### src/rtl/ppm_draw_controller.sv
// Command sequencer for the PPM framebuffer: expands pixel/fill/clear commands into
// row-major single-pixel write beats and turns PRESENT into a one-cycle dump strobe.
//
// state  | meaning
// IDLE   | waiting for a command, cmd_ready high
// DRAW   | streaming clipped rectangle beats to the framebuffer
// DUMP   | one-cycle fb_dump strobe, then back to IDLE
module ppm_draw_controller #(
  parameter int ADDR_WIDTH   = 17,
  parameter int DATA_WIDTH   = 24,
  parameter int FRAME_WIDTH  = 320,
  parameter int FRAME_HEIGHT = 240
) (
  input  logic                  clock,
  input  logic                  reset,
  input  logic                  cmd_valid,
  output logic                  cmd_ready,
  input  logic [1:0]            cmd_op,
  input  logic [8:0]            cmd_x,
  input  logic [7:0]            cmd_y,
  input  logic [8:0]            cmd_w,
  input  logic [7:0]            cmd_h,
  input  logic [DATA_WIDTH-1:0] cmd_color,
  output logic                  fb_valid,
  input  logic                  fb_ready,
  output logic [ADDR_WIDTH-1:0] fb_address,
  output logic [DATA_WIDTH-1:0] fb_data,
  output logic                  fb_operation,
  output logic                  fb_dump,
  output logic                  busy,
  output logic                  err_clip
);

  localparam logic [1:0] S_IDLE = 2'd0;
  localparam logic [1:0] S_DRAW = 2'd1;
  localparam logic [1:0] S_DUMP = 2'd2;

  localparam logic [1:0] OP_PIXEL   = 2'd0;
  localparam logic [1:0] OP_FILL    = 2'd1;
  localparam logic [1:0] OP_CLEAR   = 2'd2;
  localparam logic [1:0] OP_PRESENT = 2'd3;

  localparam logic [9:0] FW = 10'(FRAME_WIDTH);
  localparam logic [8:0] FH = 9'(FRAME_HEIGHT);

  logic [1:0]            state;
  logic [9:0]            cur_x, x_first, x_last;
  logic [8:0]            cur_y, y_last;
  logic [ADDR_WIDTH-1:0] addr_q, row_step;
  logic [DATA_WIDTH-1:0] color_q;
  logic                  clip_q;

  logic [9:0]            eff_x, eff_w, x_sum, x_end, span;
  logic [8:0]            eff_y, eff_h, y_sum, y_end;
  logic                  reject, x_trunc, y_trunc;
  logic [ADDR_WIDTH-1:0] start_addr, step_calc;

  // Normalise every drawing command to a rectangle, then clip it against the frame.
  always_comb begin
    eff_x = {1'b0, cmd_x};
    eff_y = {1'b0, cmd_y};
    eff_w = {1'b0, cmd_w};
    eff_h = {1'b0, cmd_h};
    case (cmd_op)
      OP_PIXEL: begin
        eff_w = 10'd1;
        eff_h = 9'd1;
      end
      OP_CLEAR: begin
        eff_x = 10'd0;
        eff_y = 9'd0;
        eff_w = FW;
        eff_h = FH;
      end
      default: ;
    endcase
    x_sum      = eff_x + eff_w;
    y_sum      = eff_y + eff_h;
    reject     = (eff_x >= FW) || (eff_y >= FH) || (eff_w == 10'd0) || (eff_h == 9'd0);
    x_trunc    = x_sum > FW;
    y_trunc    = y_sum > FH;
    x_end      = x_trunc ? FW : x_sum;
    y_end      = y_trunc ? FH : y_sum;
    span       = x_end - eff_x;
    // Multiply happens once per command at accept, never per beat.
    start_addr = ADDR_WIDTH'(eff_y) * ADDR_WIDTH'(FRAME_WIDTH) + ADDR_WIDTH'(eff_x);
    step_calc  = ADDR_WIDTH'(FRAME_WIDTH) - ADDR_WIDTH'(span) + ADDR_WIDTH'(1);
  end

  always_ff @(posedge clock) begin
    if (reset) begin
      state    <= S_IDLE;
      clip_q   <= 1'b0;
      cur_x    <= '0;
      cur_y    <= '0;
      x_first  <= '0;
      x_last   <= '0;
      y_last   <= '0;
      addr_q   <= '0;
      row_step <= '0;
      color_q  <= '0;
    end else begin
      clip_q <= 1'b0;
      case (state)
        S_IDLE: begin
          if (cmd_valid) begin
            if (cmd_op == OP_PRESENT) begin
              state <= S_DUMP;
            end else if (reject) begin
              clip_q <= 1'b1;
            end else begin
              clip_q   <= x_trunc | y_trunc;
              cur_x    <= eff_x;
              cur_y    <= eff_y;
              x_first  <= eff_x;
              x_last   <= x_end - 10'd1;
              y_last   <= y_end - 9'd1;
              addr_q   <= start_addr;
              row_step <= step_calc;
              color_q  <= cmd_color;
              state    <= S_DRAW;
            end
          end
        end
        S_DRAW: begin
          if (fb_ready) begin
            if (cur_x == x_last) begin
              if (cur_y == y_last) begin
                state <= S_IDLE;
              end else begin
                cur_x  <= x_first;
                cur_y  <= cur_y + 9'd1;
                addr_q <= addr_q + row_step;
              end
            end else begin
              cur_x  <= cur_x + 10'd1;
              addr_q <= addr_q + ADDR_WIDTH'(1);
            end
          end
        end
        S_DUMP: state <= S_IDLE;
        default: state <= S_IDLE;
      endcase
    end
  end

  assign cmd_ready    = (state == S_IDLE) & ~reset;
  assign fb_valid     = (state == S_DRAW);
  assign fb_operation = fb_valid;
  assign fb_address   = addr_q;
  assign fb_data      = color_q;
  assign fb_dump      = (state == S_DUMP);
  assign busy         = (state != S_IDLE);
  assign err_clip     = clip_q;

endmodule

### config.mk
export PLATFORM = sky130hd
export DESIGN_NAME = ppm_draw_controller
export DESIGN_NICKNAME = d
export VERILOG_FILES = /design/src/rtl/ppm_draw_controller.sv
export SDC_FILE = /design/constraint.sdc
export NUM_CORES = 1
export LEC_CHECK = 0
export CAP_MARGIN = 20
export CORE_MARGIN = 10
export CORE_UTILIZATION = 55
export DETAILED_ROUTE_END_ITERATION = 8
export GPL_TIMING_DRIVEN = 1
export PLACE_DENSITY = 0.82
export SETUP_SLACK_MARGIN = 0.4
export SLEW_MARGIN = 20
export SYNTH_ARGS = -nofsm -noshare
export SYNTH_HDL_FRONTEND = slang
export SYNTH_SLANG_ARGS = --single-unit
### constraint.sdc
create_clock -name clock -period 21.8 [get_ports clock]
set_input_delay 6.54 -clock clock [delete_from_list [all_inputs] [get_ports clock]]
set_output_delay 6.54 -clock clock [all_outputs]
set_load 0.01 [all_outputs]
## Word-level counts from Yosys, hierarchy flattened

Cells that the tools add are included.

- Equality and inequality tests: 15
- Reductions and logical operators: 14
- $lt $le $gt $ge: 4
- Mux-type cells: 35
- Bitwise gates (word level): 7
- $add $sub $neg: 12
- $mul: 1

Operators with widths:

| operator | count |
|---|---|
| $mux W17 | 6 |
| $mux W9 | 8 |
| $mux W10 | 7 |
| $pmux W9 S2 | 2 |
| $pmux W17 S2 | 1 |
| $pmux W10 S2 | 1 |
| $add A17 B1 Y17 const B | 1 |
| $add A17 B10 Y17 | 1 |
| $add A17 B17 Y17 | 1 |
| $pmux W8 S2 | 1 |
| $add A11 B2 Y12 const B | 1 |
| $mux W2 | 6 |
| $mul A9 B3 Y11 const B | 1 |
| $sub A9 B10 Y11 const A | 1 |
| $add A10 B1 Y10 const B | 1 |
| $add A10 B10 Y10 | 1 |
| $eq A10 B10 Y1 | 1 |
| $ge A10 B9 Y1 const B | 1 |
| $gt A10 B9 Y1 const B | 1 |
| $logic_not A10 Y1 | 1 |
| $ne A2 B2 Y1 const B | 5 |
| $sub A10 B1 Y10 const B | 1 |
| $sub A10 B10 Y10 | 1 |
| $add A9 B1 Y9 const B | 1 |
| other kinds (24) | 36 |

- Logic and storage cells: 98
- Output and inout port bits: 47
- Input port bits: 64
- Flip-flop bits (word level): 109

## Logic depth before layout (Yosys ltp)

Gate-level depths: netlist of the first run.

- Depth in word-level cells: 10
- Mapped depth: 25
- Depth with buffers taken out: 23

## Least setup slack after synthesis of the first run

No wires, ideal clock.

- Kind: input -> output
- From: input port reset
- To: output port cmd_ready
- Path buffers: 1
- Cell stages on the path: 2
- Data required time: 15.260 ns
- Data arrival time: 6.940 ns
- Setup slack: 8.320 ns
- Cell sequence: clkbuf_1 > nor2_1

- Cells in the longest elaborated chain, start to end: 2

Ends and longest elaborated chain:

| what | RTL line | source |
|---|---|---|
| from (decl) | 15 | `input logic reset,` |
| $not A1 Y1 | 147 | `assign cmd_ready = (state == S_IDLE) & ~reset;` |
| $and A1 B1 Y1 | 147 |  |
| to (decl) | 17 | `output logic cmd_ready,` |

Every way passes these cells.

## Worst setup path after layout of the first run

Same ends and word-level chain as after synthesis.

==> results.cfg, run 1 <==
[finish]
area_growth_pct = 19.4
diodes = 0
nets = 1249
final_core_util_pct = 67.1
nFillCells = 1202
mostFrequentLayoutCells = nand2_1 (147), clkdlybuf4s50_1 (109), dfxtp_1 (103), nor2_1 (99), a21oi_1 (96)
final_common_cell = nand2_1
layout-drive-gt1-share_pct = 3.39

[power]
seqPwrFrac_pct = 31.4
internal_power_w = 0.000431
powerDensity_nw_per_um2 = 76.0
netSwitchingFraction_pct = 39.1
combPwrFrac_pct = 45.3
power.leakage_nw = 3.85
pwr-share-clk_pct = 23.2
switching_power_w = 0.000276
ir_drop_v = 0.0000587

[sta]
rsz0062_at_grt = false
fmax_mhz = 70.5
max_slew_margin_pct = 43.4
fin_skew_ps = 9.13
slew_violations = 0
setup_viol = 0
worst_pin_slew_ps = 849
tns_ps = 0
period_needed_ps = 14180
period_share_pct = 65.1
hold_viol_final = 0

[status]
status = complete, no violations

[clocking]
clock_latency_ps = 360
root_buffer = clkbuf_16
cts_resized = 0
cts_tree = done
clockBufferDepth = 2
clkTransAtPathRegs_ps = 70
h-tree-depth = 3
numCtsBuffers = 9
cts_num_sinks = 103
ctsHoldBuffers = 0
post_cts_buffers = 0

[worst_setup_path]
critPathMaxFanout = 28
crit_required_ps = 15260
cp-start-kind = primary input
r2r_end = fb_address[15]
reg2reg_slack_ps = 18100
crit_type = in2out
arrival_ps = 7640
timing.rr.start = cur_x[0]
cp-end-kind = primary output
reg2regPathDepth = 15

[synth]
seq_area_frac_synth_pct = 26.4
yosysTopAreaCellShare_pct = 26.4
avgSynthCellArea_um2 = 7.53
synth.net_count = 1168
synth_edf_count = 0
synthArstFlopShare_pct = 0
yosysTopAreaCell = dfxtp_1
yosysWarnings = 0
ys.flop_type = dfxtp_1
ys_ff_latch = 103
synth_area_um2 = 7800
synth_area_leaders = dfxtp_1 (26%), ha_1 (10%), nand2_1 (7.1%)
yosysUniqueCellTypes = 69
synthCells = 1035

[die]
die_h_um = 139
rows = 43
die_w_um = 139
initial_utilization_pct = 56.2
ios = 111
coreArea_um2 = 13900
dieArea_um2 = 19300

[min_path]
hold_path_class = reg2reg
worstHoldPathCells = 2
min-delay-start = fb_data[20]
hold_end = fb_data[20]

[routing]
drc = 0
first_pass_iters = 5
routedWlPerCell_um = 16.1
first_iter_violations = 533
dr_total_vias = 7530
final_antenna_net_count = 0
drt_wl_total_mm = 21.0
vias_per_cell = 5.79

[grt]
grt_max_degree = 72
grt_pass1_vias = 6981
grtUsageTotal_pct = 21.0
antenna_found_initial = 1
grt_pass1_wl_mm = 34.5
grt-ovfl-total = 0

[job]
max-cap-violations = 0

[placed_design]
io_buffers = 110
gp_congestion = 0.896
dp_hpwl_mm = 16.0
## stage by stage
step	instances	area, um2	hold slack (ps)	worst slack [ps]	power, W
after global routing	1301	9310	471	7550	0.000753
after global placement	1285	9010	439	7630	0.000535
after detailed placement	1285	9010	446	7630	0.000542
after CTS	1301	9310	455	7620	0.000706
after floorplan	1035	7800	427	8320	0.000454
final	1301	9310	453	7620	0.000708
## how the worst max path moves through the flow
stage	cells after the start	slack, ps	to	from
after floorplan	2	8320	cmd_ready	reset
after global placement	3	7630	cmd_ready	reset
after detailed placement	3	7630	cmd_ready	reset
after CTS	3	7620	cmd_ready	reset
after global routing	3	7550	cmd_ready	reset
final	3	7620	cmd_ready	reset
## worst max-delay path, cell delays in order
cell and delay (ps):
buf_2 430, nor2_1 150, clkdlybuf4s50_1 510
## cell usage after synthesis, drive strengths merged, types with 7 or more instances
library cell and count:
or3 8, and3 13, nor4 11, and2 29, a31oi 19, o21ai 67
ha 63, xor2 37, xnor2 49, nor2 99, nand3 26, a211oi 26
nor2b 12, nand2b 15, a21oi 97, a21o 16, inv 39, clkbuf 45
mux2i 7, nand2 147, nand4 9, nor3 14, dfxtp 103
## layer usage
metal	share of wire (%)	vias up	GRT usage [%]	wire length, um
met5	0.033	-	0	7
met4	1.4	2	5.66	291
met3	7.3	26	4.76	1540
met2	47	204	33.8	9820
met1	44	3485	27.4	9340
li1	-	3813	-	-
## power by group through the flow
stage / Sequential, W / Clock (W) / Combinational [W]
after global routing: 0.000225 / 0.000173 / 0.000355
after global placement: 0.000226 / 0 / 0.000309
final: 0.000222 / 0.000164 / 0.000321
after floorplan: 0.000224 / 0 / 0.000230
after detailed placement: 0.000226 / 0 / 0.000315
after CTS: 0.000222 / 0.000165 / 0.000319
## flip-flops by register name, indices dropped and copies added, names as in the netlist
name,flops
fb_data,24
fb_address,17
row_step,12
cur_x,10
x_last,10
cur_y,9
x_first,9
y_last,9
state,2
err_clip,1
## kinds of logic after synthesis
family,count (synthesis),share of synthesized area [%]
XOR/XNOR,87,10.1
buffers and inverters,87,4.25
multiplexers,7,0.899
AO/OA/AOI/OAI,279,22.3
flip-flops,103,26.4
adder cells (fa/ha/maj),69,11.6
AND/OR/NAND/NOR,403,24.4
## cell type report
| type | instances | area, um2 | area share, % |
|---|---|---|---|
| repair buffers | 118 | 1160 | 12.4 |
| clock inverters | 6 | 66.3 | 0.712 |
| well taps | 180 | 225 | 2.42 |
| clock buffers | 10 | 229 | 2.46 |
| multi-input cells | 845 | 5430 | 58.3 |
| flip-flops and latches | 103 | 2060 | 22.1 |
| inverters | 39 | 146 | 1.57 |
Note: power is estimated with default switching activity, not from simulation.
==> run 2, diff against run 1 <==
CORE_UTILIZATION = 51   (was 55)
PLACE_DENSITY = 0.8   (was 0.82)
clock period = 11.8 ns   (was 21.8 ns; I/O delays follow)
==> run 2 against run 1 <==
Net effect:
- die area up 6.7%
- non-clock buffer count is 4 higher
- global-route usage is essentially flat
- critical endpoint is now row_step[10]
- clock power is 79% higher
- via count up 0.98%
- final cell count up 0.92%
- sequential share of layout area down 0.089 points
- largest power group unchanged
==> results.cfg, run 2 (synthesis results as in run 1) <==
[status]
status = complete, no violations

[routing]
routedWlPerCell_um = 16.5
vias_per_cell = 5.79
drt_wl_total_mm = 21.7
drc = 0
first_iter_violations = 543
dr_total_vias = 7604
final_antenna_net_count = 0
first_pass_iters = 6

[clocking]
h-tree-depth = 3
root_buffer = clkbuf_16
cts_num_sinks = 103
clkTransAtPathRegs_ps = 70
post_cts_buffers = 0
clock_latency_ps = 360
clockBufferDepth = 2
cts_tree = done
ctsHoldBuffers = 0
cts_resized = 0
numCtsBuffers = 9

[worst_setup_path]
arrival_ps = 10120
reg2regPathDepth = 15
cp-start-kind = primary input
critPathMaxFanout = 25
cp-end-kind = flip-flop
reg2reg_slack_ps = 8030
r2r_end = fb_address[15]
crit_type = in2reg
critPathLaunch = cmd_op[0]
timing.rr.start = cur_x[0]
crit_required_ps = 12050

[finish]
diodes = 0
final_common_cell = nand2_1
nFillCells = 1343
multiInputGateArea_um2 = 5430
seq_area_um2 = 2060
largest_reg_flops = 24
final_cell_area_um2 = 9350
layout-drive-gt1-share_pct = 3.82
mostFrequentLayoutCells = nand2_1 (147), clkdlybuf4s50_1 (109), dfxtp_1 (103), nor2_1 (99), a21oi_1 (96)
area_growth_pct = 19.9
layout.cells.non_filler = 1313
final_core_util_pct = 61.9
nets = 1253

[grt]
grt_pass1_wl_mm = 35.5
grt-ovfl-total = 0
grtUsageTotal_pct = 21.0
antenna_found_initial = 0
grt_max_degree = 72
grt_pass1_vias = 7040

[die]
initial_utilization_pct = 51.7
ios = 111
rows = 45
dieArea_um2 = 20600
die_h_um = 144
die_w_um = 144
coreArea_um2 = 15100

[placed_design]
place_inst = 1297
placedInstanceArea_um2 = 9050
dp_hpwl_mm = 16.6
gp_congestion = 0.888
io_buffers = 110

[power]
internal_power_w = 0.000779
pwr-share-clk_pct = 22.7
powerDensity_nw_per_um2 = 139
switching_power_w = 0.000517
ir_drop_v = 0.0000853
netSwitchingFraction_pct = 39.9
seqPwrFrac_pct = 31.7
combPwrFrac_pct = 45.6
power.leakage_nw = 3.87

[min_path]
hold_path_class = reg2reg
min-delay-start = fb_data[18]
hold_end = fb_data[18]
worstHoldPathCells = 2

[sta]
setup_viol = 0
fmax_mhz = 101
rsz0062_at_grt = false
fin_skew_ps = 12.8
max_slew_margin_pct = 47.4
slew_violations = 0
hold_viol_final = 0
worst_pin_slew_ps = 783
period_needed_ps = 9870
period_share_pct = 83.6
tns_ps = 0

[job]
max-cap-violations = 0
==> run 2: cell count changes in the layout (fill, tap and decap cells not counted) <==
cell and change:
inv_8 +1, bufinv_16 -1, clkbuf_1 -1, clkinv_2 -1, inv_6 -2, clkinv_4 +3
buf_4 +4, clkinv_8 +1
==> run 2: power by group through the flow <==
| stage | combinational (W) | clock, W | sequential (W) |
|---|---|---|---|
| 3_5_place_dp | 0.000585 | 0 | 0.000418 |
| 4_1_cts | 0.000588 | 0.000297 | 0.000410 |
| 2_1_floorplan | 0.000425 | 0 | 0.000414 |
| 5_1_grt | 0.000657 | 0.000310 | 0.000415 |
| 3_3_place_gp | 0.000572 | 0 | 0.000417 |
| 6_report | 0.000592 | 0.000294 | 0.000411 |
==> run 2: layer usage <==
layer	global-route usage (%)	wire length [um]	vias to the layer above
met5	0	0	-
met4	6.45	401	0
met1	28.0	10000	3529
met2	33.9	10000	229
met3	3.40	1270	30
li1	-	-	3816
==> run 2: critical path, cell delays in order <==
cell and delay, ps:
clkdlybuf4s50_1 390, buf_4 190, nand2b_1 150, buf_4 210, nand2_1 110, inv_1 100, ha_1 260, fa_1 430
a211oi_1 330, o21bai_1 120, a21o_1 210, o311ai_1 330, o211ai_1 320, o21ai_1 420, nand2_1 200, ha_1 260
fa_1 420, nor2b_1 200, o22ai_1 130, xnor2_1 250, a2111oi_2 440, nor2_1 100, xnor2_1 160, or3_1 410
or2_1 240, a22o_1 190
==> run 2: cell type report <==
type / count / area share (%)
multi-input combinational: 845 / 58.0
sequential: 103 / 22.1
timing repair buffer: 122 / 12.7
tap: 188 / 2.52
clock buffer: 9 / 2.41
inverter: 39 / 1.57
clock inverter: 7 / 0.723
==> run 2: worst max-delay path by stage <==
stage / end / slack (ps) / depth (start not counted)
final: row_step[10] / 1930 / 26
after global routing: row_step[10] / 1430 / 26
after CTS: row_step[10] / 1980 / 26
after detailed placement: row_step[10] / 1630 / 26
after global placement: row_step[10] / 1900 / 26
after floorplan: row_step[10] / 2810 / 25
==> run 2: metrics by stage <==
step | total power [W] | hold WS [ps] | setup slack, ps
after detailed placement | 0.00100 | 446 | 1630
final | 0.00130 | 455 | 1930
after global placement | 0.000989 | 438 | 1900
after floorplan | 0.000839 | 427 | 2810
after global routing | 0.00138 | 472 | 1430
after CTS | 0.00129 | 455 | 1980
